## src/rtl/uart_pkg.sv

```systemverilog
// -----------------------------------------------------------------------------
// uart_pkg
//   Definitions shared by the UART receive and transmit blocks.
//   - state_t    : receiver FSM state encoding (3 bits)
//   - OVERSAMPLE : s_tick pulses per bit period
//   - MID_START  : s_tick count at which the start bit is re-checked
// -----------------------------------------------------------------------------
package uart_pkg;

  typedef enum logic [2:0] {
    ST_IDLE      = 3'd0,
    ST_START     = 3'd1,
    ST_DATA      = 3'd2,
    ST_PARITY    = 3'd3,
    ST_STOP      = 3'd4,
    ST_WAIT_HIGH = 3'd5
  } state_t;

  localparam int OVERSAMPLE = 16;
  localparam int MID_START  = 7;

endpackage

```

## src/rtl/baud_tick_gen.sv

```systemverilog
// -----------------------------------------------------------------------------
// baud_tick_gen
//   Free-running divider.  It produces a one-clk s_tick every DVSR clocks
//   (16x the baud rate).  The transmitter instantiates the same divider.
//   Parameters: DVSR (>= 2), DVSR_W (must hold DVSR-1)
//   Ports:
//     clk    in  system clock
//     reset  in  synchronous, active-high reset; clears the counter
//     s_tick out high for one clk when the count equals DVSR-1
// -----------------------------------------------------------------------------
module baud_tick_gen #(
  parameter int DVSR   = 163,
  parameter int DVSR_W = 8
) (
  input  logic clk,
  input  logic reset,
  output logic s_tick
);

  localparam logic [DVSR_W-1:0] LAST = DVSR_W'(DVSR - 1);

  logic [DVSR_W-1:0] cnt_q, cnt_d;

  always_comb begin
    cnt_d = cnt_q + 1'b1;
    if (cnt_q == LAST) cnt_d = '0;
  end

  always_ff @(posedge clk) begin
    if (reset) cnt_q <= '0;
    else       cnt_q <= cnt_d;
  end

  assign s_tick = (cnt_q == LAST);

endmodule

```

## src/rtl/uart_rx.sv

```systemverilog
// -----------------------------------------------------------------------------
// uart_rx
//   UART serial receiver.  It samples rx at 16x baud, filters false starts and
//   shifts in DBIT data bits LSB first.  It then checks the stop bit and
//   reports the result with one-clk pulses.
//   Optional feature: define UART_RX_PARITY_EN to add an even-parity bit after
//   the data bits.  Without that macro, parity_err is tied to 0.
//   Parameters: DBIT (5..8), SB_TICK (stop-bit ticks), DVSR, DVSR_W
//   Ports:
//     clk          in   system clock
//     reset        in   synchronous, active-high reset
//     rx           in   asynchronous serial line, idle high
//     dout         out  last good byte, held until the next good frame
//     rx_done_tick out  one-clk pulse: dout is new
//     frame_err    out  one-clk pulse: stop bit sampled low
//     parity_err   out  one-clk pulse: parity mismatch
//     busy         out  FSM is not in IDLE
//   Consumer interface: there is no ready signal.  The downstream buffer must
//   accept dout in every cycle where rx_done_tick is high.  The three pulses
//   are registered and mutually exclusive.
// -----------------------------------------------------------------------------
module uart_rx
  import uart_pkg::*;
#(
  parameter int DBIT    = 8,
  parameter int SB_TICK = 16,
  parameter int DVSR    = 163,
  parameter int DVSR_W  = 8
) (
  input  logic            clk,
  input  logic            reset,
  input  logic            rx,
  output logic [DBIT-1:0] dout,
  output logic            rx_done_tick,
  output logic            frame_err,
  output logic            parity_err,
  output logic            busy
);

  localparam int SCNT_W = 5;
  localparam int NCNT_W = 3;

  localparam logic [SCNT_W-1:0] MID_LAST  = SCNT_W'(MID_START - 1);
  localparam logic [SCNT_W-1:0] BIT_LAST  = SCNT_W'(OVERSAMPLE - 1);
  localparam logic [SCNT_W-1:0] STOP_LAST = SCNT_W'(SB_TICK - 1);
  localparam logic [NCNT_W-1:0] DATA_LAST = NCNT_W'(DBIT - 1);

  logic s_tick;

  baud_tick_gen #(
    .DVSR   (DVSR),
    .DVSR_W (DVSR_W)
  ) u_tick (
    .clk    (clk),
    .reset  (reset),
    .s_tick (s_tick)
  );

  // Two-flop synchronizer.  The flops reset to 1 (line idle) so that leaving
  // reset does not create a false start edge.
  logic rx_meta_q, rx_s_q;

  always_ff @(posedge clk) begin
    if (reset) begin
      rx_meta_q <= 1'b1;
      rx_s_q    <= 1'b1;
    end else begin
      rx_meta_q <= rx;
      rx_s_q    <= rx_meta_q;
    end
  end

  state_t            state_q, state_d;
  logic [SCNT_W-1:0] s_cnt_q, s_cnt_d;
  logic [NCNT_W-1:0] n_cnt_q, n_cnt_d;
  logic [DBIT-1:0]   b_q, b_d;
  logic [DBIT-1:0]   dout_q, dout_d;
  logic              done_q, done_d;
  logic              ferr_q, ferr_d;
  logic              par_bad;
`ifdef UART_RX_PARITY_EN
  logic              par_q, par_d;
  logic              perr_q, perr_d;

  // Even parity: the XOR of the data bits and the parity bit must be 0.
  assign par_bad = (^b_q) ^ par_q;
`else
  assign par_bad = 1'b0;
`endif

  always_comb begin
    state_d = state_q;
    s_cnt_d = s_cnt_q;
    n_cnt_d = n_cnt_q;
    b_d     = b_q;
    dout_d  = dout_q;
    done_d  = 1'b0;
    ferr_d  = 1'b0;
`ifdef UART_RX_PARITY_EN
    par_d   = par_q;
    perr_d  = 1'b0;
`endif
    case (state_q)
      ST_IDLE: begin
        if (!rx_s_q) begin
          state_d = ST_START;
          s_cnt_d = '0;
        end
      end
      ST_START: begin
        // The start bit is re-checked near mid-bit.  A short glitch that is
        // gone by then is dropped without any pulse.
        if (s_tick) begin
          if (s_cnt_q == MID_LAST) begin
            if (!rx_s_q) begin
              state_d = ST_DATA;
              s_cnt_d = '0;
              n_cnt_d = '0;
            end else begin
              state_d = ST_IDLE;
            end
          end else begin
            s_cnt_d = s_cnt_q + 1'b1;
          end
        end
      end
      ST_DATA: begin
        if (s_tick) begin
          if (s_cnt_q == BIT_LAST) begin
            s_cnt_d = '0;
            b_d     = {rx_s_q, b_q[DBIT-1:1]};
            if (n_cnt_q == DATA_LAST) begin
`ifdef UART_RX_PARITY_EN
              state_d = ST_PARITY;
`else
              state_d = ST_STOP;
`endif
            end else begin
              n_cnt_d = n_cnt_q + 1'b1;
            end
          end else begin
            s_cnt_d = s_cnt_q + 1'b1;
          end
        end
      end
`ifdef UART_RX_PARITY_EN
      ST_PARITY: begin
        if (s_tick) begin
          if (s_cnt_q == BIT_LAST) begin
            s_cnt_d = '0;
            par_d   = rx_s_q;
            state_d = ST_STOP;
          end else begin
            s_cnt_d = s_cnt_q + 1'b1;
          end
        end
      end
`endif
      ST_STOP: begin
        if (s_tick) begin
          if (s_cnt_q == STOP_LAST) begin
            if (rx_s_q) begin
              state_d = ST_IDLE;
              if (par_bad) begin
`ifdef UART_RX_PARITY_EN
                perr_d = 1'b1;
`endif
              end else begin
                dout_d = b_q;
                done_d = 1'b1;
              end
            end else begin
              // Stop bit low: report once, then wait for the line to return
              // high so that a held-low line cannot produce new frames.
              ferr_d  = 1'b1;
              state_d = ST_WAIT_HIGH;
            end
          end else begin
            s_cnt_d = s_cnt_q + 1'b1;
          end
        end
      end
      ST_WAIT_HIGH: begin
        if (rx_s_q) state_d = ST_IDLE;
      end
      default: state_d = ST_IDLE;
    endcase
  end

  always_ff @(posedge clk) begin
    if (reset) begin
      state_q <= ST_IDLE;
      s_cnt_q <= '0;
      n_cnt_q <= '0;
      b_q     <= '0;
      dout_q  <= '0;
      done_q  <= 1'b0;
      ferr_q  <= 1'b0;
`ifdef UART_RX_PARITY_EN
      par_q   <= 1'b0;
      perr_q  <= 1'b0;
`endif
    end else begin
      state_q <= state_d;
      s_cnt_q <= s_cnt_d;
      n_cnt_q <= n_cnt_d;
      b_q     <= b_d;
      dout_q  <= dout_d;
      done_q  <= done_d;
      ferr_q  <= ferr_d;
`ifdef UART_RX_PARITY_EN
      par_q   <= par_d;
      perr_q  <= perr_d;
`endif
    end
  end

  assign dout         = dout_q;
  assign rx_done_tick = done_q;
  assign frame_err    = ferr_q;
  assign busy         = (state_q != ST_IDLE);
`ifdef UART_RX_PARITY_EN
  assign parity_err   = perr_q;
`else
  assign parity_err   = 1'b0;
`endif

endmodule
```

## config.mk

```make
export PLATFORM = sky130hd
export DESIGN_NAME = uart_rx
export DESIGN_NICKNAME = d
export VERILOG_FILES = /design/src/rtl/uart_pkg.sv /design/src/rtl/baud_tick_gen.sv /design/src/rtl/uart_rx.sv
export SDC_FILE = /design/constraint.sdc
export NUM_CORES = 1
export LEC_CHECK = 0
export ABC_CLOCK_PERIOD_IN_PS = 3100
export CAP_MARGIN = 0
export CORE_UTILIZATION = 36
export CTS_CLUSTER_DIAMETER = 80
export DETAILED_ROUTE_END_ITERATION = 16
export GPL_ROUTABILITY_DRIVEN = 0
export GPL_TIMING_DRIVEN = 0
export PLACE_DENSITY = 0.58
export SYNTH_ARGS = -nofsm -noshare
export SYNTH_HDL_FRONTEND = slang
export SYNTH_SLANG_ARGS = --single-unit
```

## constraint.sdc

```tcl
create_clock -name clk -period 3.1 [get_ports clk]
set_input_delay 0.31 -clock clk [delete_from_list [all_inputs] [get_ports clk]]
set_output_delay 0.31 -clock clk [all_outputs]
set_load 0.01 [all_outputs]
```

Word-level counts from Yosys, hierarchy flattened
Index checks and enable logic that the tools add are counted.
- add/sub/neg operators: 3
- equality and inequality tests: 20
- multiplexer cells: 29
- bitwise operators: 3
- reductions and logical operators: 11
- operators with widths (cell ; number):
    $mux W3 ; 16
    $mux W5 ; 7
    $ne A2 B2 Y1 const B ; 12
    $pmux W5 S4 ; 1
    $pmux W3 S5 ; 1
    $eq A3 B3 Y1 const B ; 3
    $reduce_and A9 Y1 ; 1
    $add A8 B1 Y8 const B ; 1
    $eq A8 B8 Y1 const B ; 1
    $reduce_and A7 Y1 ; 1
    $pmux W3 S2 ; 1
    $add A5 B1 Y5 const B ; 1
    $eq A5 B3 Y1 const B ; 1
    $eq A5 B4 Y1 const B ; 1
    $reduce_and A5 Y1 ; 1
    $reduce_and A4 Y1 ; 1
    $reduce_bool A4 Y1 ; 1
    $reduce_or A4 Y1 ; 1
    $add A3 B1 Y3 const B ; 1
    $eq A3 B1 Y1 const B ; 1
    $eq A3 B2 Y1 const B ; 1
    $logic_not A3 Y1 ; 1
    $not A1 Y1 ; 3
    $reduce_and A3 Y1 ; 1
    5 further kinds ; 6
- flip-flop bits (word level): 39
- output and inout bits: 12

Depth between registers and ports, before layout
- depth in word-level cells: 5
- mapped depth: 10

By module
From an unflattened synthesis, not the netlist that was laid out.
- cell total of the unflattened synthesis: 218
- area total of the unflattened synthesis: 1968.1 um^2
- by module, submodules not included (module ; times used ; cells each ; area each (um^2)):
    uart_rx ; 1 ; 177 ; 1571.5
    baud_tick_gen ; 1 ; 41 ; 396.6

Least setup slack after synthesis
Ideal clock, no wire load.
- path type: register -> register
- start point: register s_cnt_q[0]
- end point: register state_q[1]
- library setup time: 0.071 ns
- data arrival time: 2.193 ns
- slack: 0.837 ns
- cell stages (with the launch flop): 11
- path buffers: 1
- period minus slack after synthesis: 2.263 ns
- path through: dfxtp_1 > ha_1 > nand3_1 > inv_1 > ha_1 > clkbuf_1 > inv_1 > o311ai_1 > a21oi_1 > or4_1 > a21oi_1
- cells in the longest elaborated chain, start to end: 3
- elaborated cells on any way between the ends: 6
- RTL lines (what ; RTL line ; text):
    start: declaration ; uart_rx.sv:74 ; logic [SCNT_W-1:0] s_cnt_q, s_cnt_d;
    start signal: assignment ; uart_rx.sv:205 ; s_cnt_q <= s_cnt_d;
    $eq A5 B4 Y1 or $eq A5 B3 Y1 (tied branches) ; uart_rx.sv:129, uart_rx.sv:161, uart_rx.sv:114 ;
    $ne A2 B2 Y1 (no line) ; -- ;
    $reduce_and A9 Y1 (no line) (*) ; -- ;
    end signal: assignment ; uart_rx.sv:204 ; state_q <= state_d;
    end: declaration ; uart_rx.sv:73 ; state_t state_q, state_d;
Every way passes the cells marked *; elsewhere a longest branch is shown, timed or not.
A chain may end at the register's enable or synchronous reset.

Worst setup path in the final report
Ends and elaborated chain as after synthesis.

==> impl_metrics.env <==
export IMPL_status="finished, final reports clean"
export IMPL_grt_ovfl_total=0
export IMPL_ys_seq_elements=39
export IMPL_ctsHoldBuffers=0
export IMPL_power_uw=1080
export IMPL_start_kind="flip-flop"
export IMPL_timing_final_crit_share_pct=83.8
export IMPL_ys_top_cells_by_count="dfxtp_1 (39), nand2_1 (22), nor2_1 (17)"
export IMPL_post_cts_buffers=0
export IMPL_power_frac_comb_pct=18.5
export IMPL_start_util_pct=37.9
export IMPL_wl_um=3950
export IMPL_nFillCells=525
export IMPL_setup_viol=0
export IMPL_num_rows=26
export IMPL_synth_nets=224
export IMPL_wl_per_cell_um=13.0
export IMPL_yosys_top_cells_area="dfxtp_1 (40%), ha_1 (5.1%), mux2i_1 (5.1%)"
export IMPL_worst_pin_slew_ns=0.531
export IMPL_reg2regPathDepth=10
export IMPL_synth_most_common_cell="dfxtp_1"
export IMPL_nets=244
export IMPL_hold_viol_final=0
export IMPL_grt_total_usage_pct=15.4
export IMPL_synth_async_reset_ratio_pct=0
export IMPL_worstReg2RegEnd="state_q[1]"
export IMPL_p_sw_share_pct=30.1
export IMPL_grt_pass1_wl_um=6620
export IMPL_cts_tree="yes"
export IMPL_core_area_um2=5170
export IMPL_route_detailed_drc=0
export IMPL_port_buffers=13
export IMPL_crit_arrival_ns=2.82
export IMPL_hp_start="rx_meta_q"
export IMPL_placed_cell_area_um2=2180
export IMPL_whs_path_depth=1
export IMPL_yosys_cell_types_count=51
export IMPL_cts_root_buf="clkbuf_8"
export IMPL_pwr_share_clk_pct=31.6
export IMPL_ys_flop_type="dfxtp_1"
export IMPL_cts_buffer_depth=2
export IMPL_slew_headroom_pct=64.4
export IMPL_synthCells=213
export IMPL_min_to="rx_s_q"
export IMPL_hpwlAfterDp_um=2760
export IMPL_fmax_ghz=0.385
export IMPL_antenna_found_initial=0
export IMPL_dieArea_um2=5750
export IMPL_cp_required_ns=3.32
export IMPL_critPathCaptureType="flip-flop"
export IMPL_drt_iter0_drc=67
export IMPL_grt_max_degree=14
export IMPL_slew_viol_final=0
export IMPL_vdd_drop_max_mv=0.220
export IMPL_clk_pin_slew_ns=0.08
export IMPL_p_switching_uw=326
export IMPL_rr_startpoint="s_cnt_q[0]"
export IMPL_final_setup_tns_ns=0
export IMPL_die_width_um=75.8
export IMPL_vias=1539
export IMPL_syn_area_um2=1960
export IMPL_postRouteAntennaNets=0
export IMPL_ys_warn_count=0
export IMPL_fin_area_um2=2270
export IMPL_antenna_diode_count=0
export IMPL_seq_area_frac_synth_pct=39.8
export IMPL_hold_path_class="flip-flop to flip-flop"
export IMPL_viasPerCell=5.06
export IMPL_drive_gt1_share_pct=10.3
export IMPL_ctsResizeCount=0
export IMPL_rsz0062_at_grt="no"
export IMPL_cts_max_level=2
export IMPL_area_delta_synth_final_pct=15.6
export IMPL_clk_latency_ns=0.29
export IMPL_finClkSkew_ns=0.00542
export IMPL_num_io_pins=15
export IMPL_r2r_slack_ns=0.50
export IMPL_dr_pass1_iters=4
export IMPL_synth_edff_count=0
export IMPL_p_leak_uw=0.000912
export IMPL_clkSinkCount=39
export IMPL_synth_top_area_share_pct=39.8
export IMPL_p_per_area_nw_per_um2=477
export IMPL_path_class="flip-flop to flip-flop"
export IMPL_synth_area_leader_cell="dfxtp_1"
export IMPL_seq_power_share_pct=49.9
export IMPL_crit_fanout=8
export IMPL_layout_min_cycle_time_ns=2.60
export IMPL_dieHeight_um=75.8
export IMPL_avgSynthCellArea_um2=9.21
export IMPL_cts_buffers=5
export IMPL_grt_pass1_vias=1383
export IMPL_maxCapViolCount=0
export IMPL_p_int_uw=757
registers in the layout, indices dropped and copies added (netlist names):
name / flops
rx_meta_q: 1
b_q: 8
s_cnt_q: 5
u_tick.cnt_q: 8
state_q: 3
rx_done_tick: 1
frame_err: 1
dout: 8
n_cnt_q: 3
rx_s_q: 1
layout make-up:
class | instances | area (um2) | share of cell area (%)
buffer | 12 | 58.8 | 2.59
timing repair buffer | 13 | 130 | 5.74
multi-input combinational | 155 | 1100 | 48.3
clock buffer | 5 | 68.8 | 3.03
tap | 70 | 87.6 | 3.86
inverter | 7 | 26.3 | 1.16
sequential | 39 | 781 | 34.4
clock inverter | 3 | 20.0 | 0.883
metal layers:
| metal | global-route usage (%) | part of all wire [%] | vias up |
|---|---|---|---|
| li1 | - | - | 796 |
| met1 | 21.6 | 54 | 716 |
| met2 | 22.7 | 42 | 21 |
| met3 | 3.57 | 2.6 | 6 |
| met4 | 6.17 | 1.6 | 0 |
| met5 | 0 | 0 | - |
worst max-delay path by stage:
stage	to	cells after the start	slack, ns	startpoint
CTS	state_q[1]	10	0.49	s_cnt_q[0]
finish	state_q[1]	10	0.50	s_cnt_q[0]
floorplan	state_q[1]	10	0.84	s_cnt_q[0]
global placement	state_q[1]	10	0.52	s_cnt_q[0]
global route	state_q[1]	10	0.27	s_cnt_q[0]
detailed placement	state_q[1]	10	0.53	s_cnt_q[0]
cells in the final DEF (no fill, tap or decap), types with 3 or more instances in the layout:
master	count
nor3_1	7
o211ai_1	3
o211a_1	3
nand2b_1	3
nor2_1	17
a21oi_1	16
mux2i_1	10
and3_1	3
nand3_1	10
or2_2	3
clkbuf_8	5
o21ai_0	3
inv_1	7
clkdlybuf4s50_1	13
xor2_1	5
clkbuf_1	8
dfxtp_1	39
nand2_1	22
nor3b_1	3
ha_1	8
critical path, stage by stage (launching register included):
cell and delay, ns:
dfxtp_1 0.42, ha_1 0.23, nand3_1 0.11, inv_1 0.07, ha_1 0.13, clkbuf_1 0.36
inv_1 0.20, o311ai_1 0.31, a21oi_1 0.15, or4_1 0.42, a21oi_1 0.13
cells by family after synthesis:
family                   share of synthesized area [%]
AO/OA/AOI/OAI                                     16.7
XOR/XNOR                                          2.68
adder cells (fa/ha/maj)                           5.10
buffers and inverters                             4.34
flip-flops                                        39.8
multiplexers                                      5.10
other                                            0.191
AND/OR/NAND/NOR                                   26.1
stage by stage:
stage | util (%) | worst slack, ns | hold WS [ns] | std cells
finish | 43.9 | 0.502 | 0.417 | 304
global route | 43.9 | 0.265 | 0.442 | 304
CTS | 43.9 | 0.494 | 0.421 | 304
detailed placement | 42.1 | 0.533 | 0.399 | 296
global placement | 42.1 | 0.521 | 0.394 | 296
floorplan | - | 0.837 | 0.389 | 213
power by group through the flow:
| stage | Combinational (uW) | Clock [uW] | Sequential (uW) |
|---|---|---|---|
| after CTS | 200 | 360 | 541 |
| after floorplan | 153 | 0 | 545 |
| after global placement | 200 | 0 | 552 |
| after global routing | 224 | 376 | 545 |
| final | 200 | 342 | 541 |
| after detailed placement | 199 | 0 | 552 |
Note: power is estimated with default switching activity, not from simulation.
==> patch 1, RTL diff (config.mk and constraints unchanged) <==
The 6 states of `state_t` get a one-hot encoding in 6 bits.
--- a/src/rtl/uart_pkg.sv
+++ b/src/rtl/uart_pkg.sv
@@ -8,11 +8,11 @@
 package uart_pkg;
 
-  typedef enum logic [2:0] {
-    ST_IDLE      = 3'd0,
-    ST_START     = 3'd1,
-    ST_DATA      = 3'd2,
-    ST_PARITY    = 3'd3,
-    ST_STOP      = 3'd4,
-    ST_WAIT_HIGH = 3'd5
+  typedef enum logic [5:0] {
+    ST_IDLE      = 6'b000001,
+    ST_START     = 6'b000010,
+    ST_DATA      = 6'b000100,
+    ST_PARITY    = 6'b001000,
+    ST_STOP      = 6'b010000,
+    ST_WAIT_HIGH = 6'b100000
   } state_t;
 
Formal check against the unedited RTL: no difference found for any inputs over 10 cycles, from zero or initial values and one cycle with reset high; not proved beyond that.
==> patch 1 against the original RTL <==
- area after synthesis rose by 3.1%
- clock power rose by 7.6%
- total power rose by 5.7%
- clock skew barely moved
- cell area rose by 2.9%
- setup slack improved by 0.34 ns
- largest cell class unchanged
- routed wire length rose by 2.5%
- critical endpoint is now state_q[5]
- critical path type unchanged
- sequential cell count rose by 2
- core utilization rose by 0.45 points
==> patch 1: results (changes against the original RTL) <==
Layout
  • Fill cells: 528 (was 525)
  • Nets: 251 (was 244)
  • Non-Filler Instances: 311 (was 304)
  • Ant diodes: 0 (unchanged)
  • Layout cells sized above 1: 12.4% (was 10.3%)

Timing
  • Slew headroom: 58.7% (was 64.4%)
  • Post-layout min period: 2.25 ns (was 2.60 ns)
  • Clk_skew: 0.00507 ns (was 0.00542 ns)
  • WHS: 0.416 ns (was 0.417 ns)

Synth
  • Sequential cell area fraction in the yosys report: 40.6% (was 39.8%)
  • Synth Area in XOR/XNOR: 3.46% (was 2.68%)
  • Post-synthesis mux area share: 8.41% (was 5.10%)
  • Most instantiated cells after synthesis: 41 x dfxtp_1, 34 x nor2_1, 17 x mux2i_1 (was 39 x dfxtp_1, 22 x nand2_1, 17 x nor2_1)
  • Synth Area in Compound Gates: 12.3% (was 16.7%)
  • Post-Syn Area per Cell: 9.20 sq um (was 9.21 sq um)
  • Synth Area in Adders: 4.95% (was 5.10%)
  • Synth top area cells: dfxtp_1 41%, mux2i_1 8.4%, nor2_1 6.3%, ha_1 4.9%, xor2_1 2.2% (was dfxtp_1 40%, ha_1 5.1%, mux2i_1 5.1%, nand2_1 4.2%, a21oi_1 4.1%)
  • Netlist cell types: 56 (was 51)
  • Synth Net Count: 231 (was 224)

Worst setup path
  • Reg2reg end: state_q[5] (was state_q[1])
  • Critical Path AT: 2.44 ns (was 2.82 ns)
  • Worst reg2reg path depth: 10 (unchanged)
  • R2r setup slk: 0.85 ns (was 0.50 ns)
  • Critical Path Fanout Max: 6 (was 8)
  • CP Class: reg -> reg (unchanged)
  • Crit Reg-Reg Startpoint: s_cnt_q[1] (was s_cnt_q[0])

Power and ir drop
  • Lkg Pwr: 0.000841 uW (was 0.000912 uW)
  • Pwr per Cell Area: 490 nW/um^2 (was 477 nW/um^2)
  • Peak VDD IR: 163 uV (was 220 uV)

Global route
  • Gr usage total: 14.6% (was 15.4%)
  • Largest net degree at the start of global routing: 16 (was 14)
  • Vias in the first global route: 1502 (was 1383)
  • Antenna violations before repair: 0 (unchanged)
  • First-pass GRT wire length: 6850 microns (was 6620 microns)

Place
  • DP Area: 2240 sq um (was 2180 sq um)
  • Post-placement cell count: 303 (was 296)
  • Placement Setup Slack: 0.873 ns (was 0.533 ns)
  • Final HPWL DP: 2850 microns (was 2760 microns)

Drt
  • Drt first pass iters: 4 (unchanged)
  • Vias per std cell: 5.27 (was 5.06)
  • Met1 Routed Length: 2000 microns (was 2130 microns)
  • Routed wire per std cell: 13.0 microns (about the same)
  • Iter 0 DRT Violations: 154 (was 67)
  • WL met2: 1770 microns (was 1650 microns)
  • Top Layer Used: met4 (unchanged)
  • Wire length on met3: 207 microns (was 103 microns)

Clock tree
  • H-Tree Level Count: 2 (unchanged)
  • Longest Clk Path Bufs: 2 (unchanged)
  • Cts repair resizes: 0 (unchanged)

Worst hold path
  • Worst Hold End: rx_s_q (unchanged)

Status
  • Status: complete, no violations (unchanged)
patch 1: changes by cell type after synthesis, moves of 3 or more:
cell / unedited run / this run
o211a_1: 3 / 0
nor3_1: 7 / 2
o221ai_1: 0 / 3
nand4_1: 0 / 4
a21oi_1: 16 / 5
nor2_1: 17 / 34
o21ai_0: 3 / 7
clkbuf_1: 8 / 3
nand2_1: 22 / 10
mux2i_1: 10 / 17
patch 1: area by class of cell:
| cell class | instances | share of cell area, % |
|---|---|---|
| Clock buffer | 5 | 2.95 |
| Multi-Input combinational cell | 159 | 47.0 |
| Sequential cell | 41 | 35.2 |
| Buffer | 12 | 3.22 |
| Clock inverter | 3 | 1.07 |
| Timing Repair Buffer | 13 | 5.57 |
| Tap cell | 70 | 3.75 |
| Inverter | 8 | 1.29 |
patch 1: power breakdown:
part           switching (uW)  internal (uW)
clock                     206            163
combinational             137           90.3
sequential               9.07            540
total                     352            793
patch 1: kinds of logic after synthesis:
family,Yosys count
buffers and inverters,20
and+or+nand+nor,92
other,1
xor gates and xnor gates,8
DFF,41
muxes,17
AOI/OAI and AO/OA,33
adders and majority gates,8
patch 1: critical path: stages (launching register included):
cell	delay (ns)
dfxtp_1	0.39
ha_1	0.22
nand3_1	0.14
inv_1	0.08
ha_1	0.20
inv_1	0.12
nand3_1	0.14
o2111ai_2	0.17
or2_1	0.25
buf_4	0.16
o41ai_1	0.27
patch 1: layer usage:
layer / track usage (%) / vias up
li1: - / 816
met1: 19.1 / 772
met2: 22.3 / 43
met3: 4.29 / 7
met4: 5.77 / 0
met5: 0 / -
==> patch 2, RTL diff (same settings) <==
Made on the original files. The localparam `NCNT_W` goes from 3 to 5.
--- a/src/rtl/uart_rx.sv
+++ b/src/rtl/uart_rx.sv
@@ -39,5 +39,5 @@
 
   localparam int SCNT_W = 5;
-  localparam int NCNT_W = 3;
+  localparam int NCNT_W = 5;
 
   localparam logic [SCNT_W-1:0] MID_LAST  = SCNT_W'(MID_START - 1);
Formal check against the unedited RTL: no difference found for any inputs over 10 cycles, from zero or initial values and one cycle with reset high; that may be too few to reach the edited logic, so the function may still have changed.
==> patch 2 against the original RTL <==
- global-route usage decreased by 0.31 points
- clock power increased by 7.0%
- cell area fell by 0.44%
- non-clock buffer count decreased by 3
- routed wire length down 5.7%
- final cell count decreased by 0.33%
- total power is 5.3% lower
- synthesized cell count is 0.47% lower
- core utilization is 0.19 points lower
- via count fell by 0.84%
- critical endpoint is now state_q[2]
- area after synthesis down 0.77%
- setup slack gained 0.27 ns
- sequential cell count rose by 2
==> patch 2: results (changes against the original RTL) <==
Status
  • Status: complete, no violations (unchanged)

Synth
  • Synth top area cells: dfxtp_1 42%, mux2i_1 8.2%, nor2_1 6.0%, ha_1 4.5%, nand3_1 3.3% (was dfxtp_1 40%, ha_1 5.1%, mux2i_1 5.1%, nand2_1 4.2%, a21oi_1 4.1%)
  • Sequential cell area fraction in the yosys report: 42.2% (was 39.8%)
  • Async S/R FF share, synth: 0% (unchanged)
  • Most instantiated cells after synthesis: 41 x dfxtp_1, 31 x nor2_1, 16 x mux2i_1 (was 39 x dfxtp_1, 22 x nand2_1, 17 x nor2_1)
  • Ys Warns: 0 (unchanged)
  • Ys flop type: dfxtp_1 (unchanged)
  • Netlist cell types: 52 (was 51)
  • Synth Net Count: 222 (was 224)

Layout
  • Fill cells: 515 (was 525)
  • Nets: 242 (was 244)
  • Layout cells sized above 1: 12.9% (was 10.3%)
  • Ant diodes: 0 (unchanged)

Global route
  • GRT met1 Usage: 20.5% (was 21.6%)
  • Antenna violations before repair: 0 (unchanged)
  • First-pass GRT wire length: 6400 microns (was 6620 microns)
  • GR Util met3: 4.10% (was 3.57%)
  • Largest net degree at the start of global routing: 16 (was 14)
  • Met2 usage: 21.7% (was 22.7%)
  • Gr usage total: 15.1% (was 15.4%)
  • Vias in the first global route: 1380 (was 1383)

Place
  • Placement Setup Slack: 0.876 ns (was 0.533 ns)
  • Buffers on Ports: 13 (unchanged)
  • Final HPWL DP: 2580 microns (was 2760 microns)

Worst setup path
  • Reg2reg end: state_q[2] (was state_q[1])
  • Worst reg2reg path depth: 9 (was 10)
  • Crit Reg-Reg Startpoint: s_cnt_q[1] (was s_cnt_q[0])
  • Critical Path AT: 2.55 ns (was 2.82 ns)
  • R2r setup slk: 0.77 ns (was 0.50 ns)
  • Critical Path Fanout Max: 8 (unchanged)

Timing
  • Slew Limit Fails: 0 (unchanged)
  • Tightest Pin Transition: 0.567 ns (was 0.531 ns)
  • Clk_skew: 0.00736 ns (was 0.00542 ns)
  • WHS: 0.409 ns (was 0.417 ns)
  • Fin. Hold Viols: 0 (unchanged)

Clock tree
  • H-Tree Level Count: 2 (unchanged)
  • Cts repair resizes: 0 (unchanged)
  • Clock Latency Late Sink: about 0.3 ns
  • CTS Root Cell: clkbuf_8 (unchanged)
  • # Post-CTS Setup Buffers: 0 (unchanged)
  • Longest Clk Path Bufs: 2 (unchanged)
  • CTS Buf Count: 5 (unchanged)
  • Clk slew on worst S/H paths: ~0.090 ns

Drt
  • Vias per std cell: 5.04 (was 5.06)
  • Routed wire per std cell: 12.3 microns (was 13.0 microns)
  • Drt first pass iters: 4 (unchanged)
  • Iter 0 DRT Violations: 68 (was 67)

Power and ir drop
  • Peak VDD IR: 233 uV (was 220 uV)
  • Lkg Pwr: 0.000955 uW (was 0.000912 uW)

Worst hold path
  • Hold path cells: 1 (unchanged)
  • Worst hold path class: reg -> reg (unchanged)
  • Hold Crit Start: rx_meta_q (unchanged)
  • Worst Hold End: rx_s_q (unchanged)
[patch 2: cell types whose count changed in the layout (fill, tap and decap cells not counted), sizes merged, moves of 3 or more]
cell | before | now
o211ai | 3 | 0
nand3 | 10 | 14
mux2i | 10 | 16
nor3 | 7 | 3
clkbuf | 13 | 8
o211a | 3 | 0
nand2 | 22 | 6
nor2 | 18 | 31
a21oi | 16 | 12
inv | 7 | 12
[patch 2: critical path, cell delays in order, from the launching register on]
cell and delay [ns]:
dfxtp_1 0.35, ha_1 0.23, nand3_1 0.12, inv_1 0.05, ha_1 0.29, and3b_1 0.23
a2111oi_0 0.50, or2_2 0.24, o21ai_0 0.10, a21oi_1 0.15
[patch 2: metal layers]
metal / part of all wire [%] / vias up
li1: - / 788
met1: 52 / 709
met2: 43 / 23
met3: 3.2 / 6
met4: 2.0 / 0
met5: 0 / -
[patch 2: logic make-up after synthesis]
kind of cell               count (synthesis)  synth area share (%)
and+or+nand+nor                           85                  24.9
xor gates and xnor gates                   7                  3.15
buffers and inverters                     20                  4.37
adders and majority gates                  7                  4.50
other                                      1                 0.193
AOI/OAI and AO/OA                         34                  11.9
muxes                                     17                  8.80
DFF                                       41                  42.2
[patch 2: final cells by class]
class | count | area (sq um) | area share [%]
Multi-Input combinational cell | 151 | 1040 | 46.1
Sequential cell | 41 | 821 | 36.3
Timing Repair Buffer | 13 | 130 | 5.76
Tap cell | 70 | 87.6 | 3.88
Clock buffer | 5 | 68.8 | 3.05
Buffer | 9 | 43.8 | 1.94
Inverter | 11 | 41.3 | 1.83
Clock inverter | 3 | 25.0 | 1.11
[patch 2: power breakdown]
group	internal, uW	switching, uW	total, uW
clock network	163	203	366
registers	536	11.3	548
logic	48.6	63.3	112
[patch 2: worst max path at each step]
stage | slack [ns] | endpoint | start
final | 0.77 | state_q[2] | s_cnt_q[1]
after global routing | 0.62 | state_q[0] | s_cnt_q[1]
after CTS | 0.82 | state_q[2] | s_cnt_q[1]
after detailed placement | 0.88 | s_cnt_q[0] | s_cnt_q[1]
after global placement | 0.87 | state_q[2] | s_cnt_q[1]
after floorplan | 1.08 | s_cnt_q[2] | s_cnt_q[0]
[patch 2: per-stage QoR]
stage,cell area (sq um),cells
4_1_cts,2260,303
6_report,2260,303
5_1_grt,2260,303
3_3_place_gp,2160,295
3_5_place_dp,2160,295
2_1_floorplan,1950,212
